File: config.mk
export PLATFORM = sky130hd
export DESIGN_NAME = inst_loader
export DESIGN_NICKNAME = d
export VERILOG_FILES = /design/src/rtl/inst_loader_pkg.sv /design/src/rtl/inst_loader.sv
export SDC_FILE = /design/constraint.sdc
export NUM_CORES = 1
export LEC_CHECK = 0
export BUFFER_PORTS_ARGS = -buffer_cell sky130_fd_sc_hd__buf_2
export CELL_PAD_IN_SITES_DETAIL_PLACEMENT = 0
export CELL_PAD_IN_SITES_GLOBAL_PLACEMENT = 2
export CORE_MARGIN = 5
export CORE_UTILIZATION = 36
export DETAILED_ROUTE_END_ITERATION = 8
export PLACE_DENSITY_LB_ADDON = 0.08
export SLEW_MARGIN = 20
export SYNTH_ARGS = -nofsm -noshare
export SYNTH_HDL_FRONTEND = slang
export SYNTH_SLANG_ARGS = --single-unit
File: constraint.sdc
create_clock -name clk -period 3.5 [get_ports clk]
set_input_delay 0.525 -clock clk [delete_from_list [all_inputs] [get_ports clk]]
set_output_delay 0.525 -clock clk [all_outputs]
set_load 0.05 [all_outputs]
File: src/rtl/inst_loader_pkg.sv
// inst_loader_pkg: shared CPU memory-size constants and instruction-loader state encoding
package inst_loader_pkg;
  localparam int IMEM_ADDR_W = 8;
  localparam int IMEM_WORD_W = 16;
  localparam int IMEM_DEPTH = 1 << IMEM_ADDR_W;
  localparam int DMEM_ADDR_W = 8;
  localparam int DMEM_WORD_W = 8;
  localparam int DMEM_DEPTH = 1 << DMEM_ADDR_W;
  localparam logic [2:0] S_IDLE  = 3'd0;
  localparam logic [2:0] S_COUNT = 3'd1;
  localparam logic [2:0] S_HI    = 3'd2;
  localparam logic [2:0] S_LO    = 3'd3;
  localparam logic [2:0] S_FIN   = 3'd4;
  localparam logic [2:0] S_CSUM  = 3'd5;
endpackage

File: src/rtl/inst_loader.sv
// inst_loader: byte-stream loader writing count-prefixed instruction words into instruction memory
// Define LOADER_CHECKSUM_EN to expect a trailing XOR checksum byte and report mismatches on error.
module inst_loader
  import inst_loader_pkg::*;
#(
  parameter int ADDR_W = IMEM_ADDR_W,
  parameter int WORD_W = IMEM_WORD_W
) (
  input  logic              clk,
  input  logic              rst_n,
  input  logic              start,
  input  logic              in_valid,
  input  logic [7:0]        in_data,
  output logic              in_ready,
  output logic              wr_en,
  output logic [ADDR_W-1:0] wr_addr,
  output logic [WORD_W-1:0] wr_data,
  output logic              busy,
  output logic              done,
  output logic              error
);
`ifdef LOADER_CHECKSUM_EN
  localparam logic [2:0] S_LAST = S_CSUM;
`else
  localparam logic [2:0] S_LAST = S_FIN;
`endif
  logic [2:0] state;
  logic [8:0] cnt;
  logic xfer;
  assign in_ready = state == S_COUNT || state == S_HI || state == S_LO || state == S_CSUM;
  assign xfer = in_valid & in_ready;
  assign busy = state != S_IDLE;
  // a count byte of 0 sets bit 8, giving 256 words
  always_ff @(posedge clk or negedge rst_n)
    if (!rst_n) begin
      state <= S_IDLE;
      cnt <= '0;
      wr_en <= 1'b0;
      wr_addr <= '0;
      wr_data <= '0;
      done <= 1'b0;
    end else begin
      wr_en <= xfer && state == S_LO;
      if (wr_en) wr_addr <= wr_addr + ADDR_W'(1);
      case (state)
        S_IDLE:
          if (start) begin
            state <= S_COUNT;
            done <= 1'b0;
            wr_addr <= '0;
          end
        S_COUNT:
          if (xfer) begin
            cnt <= {in_data == 8'd0, in_data};
            state <= S_HI;
          end
        S_HI:
          if (xfer) begin
            wr_data[WORD_W-1 -: 8] <= in_data;
            state <= S_LO;
          end
        S_LO:
          if (xfer) begin
            wr_data[7:0] <= in_data;
            cnt <= cnt - 9'd1;
            state <= cnt == 9'd1 ? S_LAST : S_HI;
          end
`ifdef LOADER_CHECKSUM_EN
        S_CSUM: if (xfer) state <= S_FIN;
`endif
        S_FIN: begin
          state <= S_IDLE;
          done <= 1'b1;
        end
        default: state <= S_IDLE;
      endcase
    end
`ifdef LOADER_CHECKSUM_EN
  logic [7:0] csum;
  always_ff @(posedge clk or negedge rst_n)
    if (!rst_n) begin
      csum <= '0;
      error <= 1'b0;
    end else if (state == S_IDLE && start) begin
      csum <= '0;
      error <= 1'b0;
    end else if (xfer) begin
      if (state == S_CSUM) error <= in_data != csum;
      else csum <= csum ^ in_data;
    end
`else
  assign error = 1'b0;
`endif
endmodule

==> out/results.tsv <==
metric	value	unit
H-tree Lvls	2	
Placer Congestion	0.7375	
CP Max Fanout	14	
Boundary Pins	41	
core area	5075	sq um
Setup Crit Path Kind	reg2out	
most frequent cell after synthesis	dfrtp_1	
dominant cell type by area after synthesis	dfrtp_1	
die height	81.92	um
mux contribution to synthesized area	0.1129	
via count	1419	
Worst Path Required	2970	ps
Synth Cell Area	1862	sq um
post-CTS setup buffer count	0	
top cells by count, synth	38 x dfrtp_1, 16 x mux2_2, 15 x nor2_1	
final wirelength	4108	um
Port Buf Inserts	39	
Initial Utilization	0.3669	
average routed wire per standard cell	14.72	um
hold crit path type	in2async	
number of global-route vias before repair	1397	
share of layout cells above drive strength 1	0.3493	
max incr delay on CP	550	ps
Post-synth EDFFs	0	
Pre-Repair DR Iteration Count	4	
CTS root buffer	clkbuf_8	
clock-pin slew on the worst setup and hold paths	70	ps
hold buffers post-CTS	0	
Synth Instances	169	
adder-cell area share of the yosys netlist	0.02016	
max-cap viol count	0	
largest net degree at the start of global routing	39	
Synth Area in Compound Gates	0.1317	
Final Hold Vio Count	0	
register area share after synthesis	0.5108	
n_diodes	0	
post-DP HPWL	2956	um
DRC	0	
vias per inst	5.086	
Area Overhead vs Synth	18.15	%
largest family of logic cells by synthesized area	simple AND/OR/NAND/NOR gates	
smallest hold slack	342.1	ps
Pwr per Cell Area	889.5	nW/um^2
Yosys reg bits	38	
simple logic cell fraction of the synthesized area	0.1653	
Async SR Flop Fraction	1.000	
Synth Warn #	0	
post-synth net total	184	
Final Slew Violations	0	
Worst setup EP type	output pin	
initial antenna violation count	0	
Overall Global Routing Usage	0.1367	
arrival time worst endpoint	1510	ps
Setup Viol. Count Final	0	
Max stage delay cell, worst path	dfrtp_1	
Post-CTS Resized	0	
XOR/XNOR Fraction of Synth Area	0.02352	
Skew-Pair Late Insertion Delay	290	ps
DR iter-0 viols	56	
startpoint types	flop	
status	complete, no violations	
post-synth top area share	0.5108	
Nets	223	
clock skew	4.159	ps
period utilisation layout	0.5801	
top cells by area, synth	dfrtp_1 51%, mux2_2 9.7%, nor2_1 3.0%	
relative slew slack	0.4316	
maximum clock path buffer count	2	
Overall Power	1957	uW
syn_area_per_cell	11.02	sq um
DIE AREA	6710	sq um
first-pass GRT wire length	6920	um
RSZ-0062 raised after global routing	no	
Routed Antenna Nets	0	
Least-Margin Pin Slew	852.7	ps
Peak VDD IR	0.0003858	V
P_leak	0.0009632	uW
Rows	26	
Tmin final	2030	ps
total gr overflow	0	
setup_tns	0	ps
CTS tree	done	
chip width	81.92	um
FILL cells	530	
predominant post-synthesis flop cell	dfrtp_1	
clk sink count	38	
Layout Utilization	0.4334	
cts bufs inserted	5	
Max Clock Freq	492.5	MHz
synth unique cells	45	
crit path cell chain	or3_1 -> buf_2	
[worst paths after layout]
kind	start	endpoint	slack, ps	cells after the start
min in group clk	wr_data[3]	wr_data[3]	500	1
worst max register to register	state[0]	cnt[7]	1630	4
worst min register to register	wr_data[3]	wr_data[3]	500	1
max in group asynchronous	rst_n	wr_data[6]	2620	1
worst max-delay path	state[0]	busy	1470	2
worst min-delay path	rst_n	state[2]	340	1
[layout by cell type, fill, tap and decap left out, types with 3 or more instances in the layout]
cell type	count
dfrtp_1	38
xor2_1	3
nand2_1	8
or3_1	5
a211oi_1	3
o21ai_0	8
mux2_2	16
ha_1	3
nor3_1	6
nor2_1	15
a21oi_1	11
buf_2	39
inv_1	5
clkbuf_8	6
mux2i_1	3
[final cells by class]
class / count / area (sq um) / area share
flip-flops and latches: 38 / 950.9 / 0.4323
multi-input cells: 118 / 848.3 / 0.3857
clock buffers: 6 / 82.58 / 0.03754
well taps: 70 / 87.58 / 0.03982
clock inverters: 2 / 12.51 / 0.005688
inverters: 6 / 22.52 / 0.01024
repair buffers: 39 / 195.2 / 0.08874
[flip-flops by register name (all words and copies together), names as in the netlist]
signal	count
cnt	9
state	3
wr_en	1
wr_data	16
done	1
wr_addr	8
[cells by family after synthesis]
group,count (synthesis)
buffers and inverters,13
AO/OA/AOI/OAI,38
flip-flops,38
other,1
adder cells (fa/ha/maj),3
multiplexers,19
XOR/XNOR,5
AND/OR/NAND/NOR,52
[per-layer routing]
metal  vias to the layer above  wire, um  track usage
met1                       691      1826       0.1697
met5                         -         0            0
li1                        680         -            -
met4                         0        48      0.04651
met3                         6       249      0.04386
met2                        42      1983       0.2229
[worst max-delay path, delay by kind of cell (launching register included)]
| kind | cells | cell delay, ps |
|---|---|---|
| buffers and inverters | 1 | 230 |
| and+or+nand+nor | 1 | 440 |
| DFF | 1 | 550 |
[per-stage QoR]
stage | setup slack (ps) | instances | cell area (sq um)
after CTS | 1459 | 279 | 2200
after detailed placement | 1604 | 271 | 2105
after floorplan | 1485 | 169 | 1862
final | 1470 | 279 | 2200
after global placement | 1619 | 271 | 2105
after global routing | 1368 | 279 | 2200
[where the power goes]
| group | internal [uW] | total (uW) | switching [uW] |
|---|---|---|---|
| Sequential | 599 | 748 | 149 |
| Clock | 158 | 312 | 154 |
| Combinational | 267 | 896 | 629 |
| Total | 1020 | 1960 | 932 |
Power figures use the tool's default switching activity.
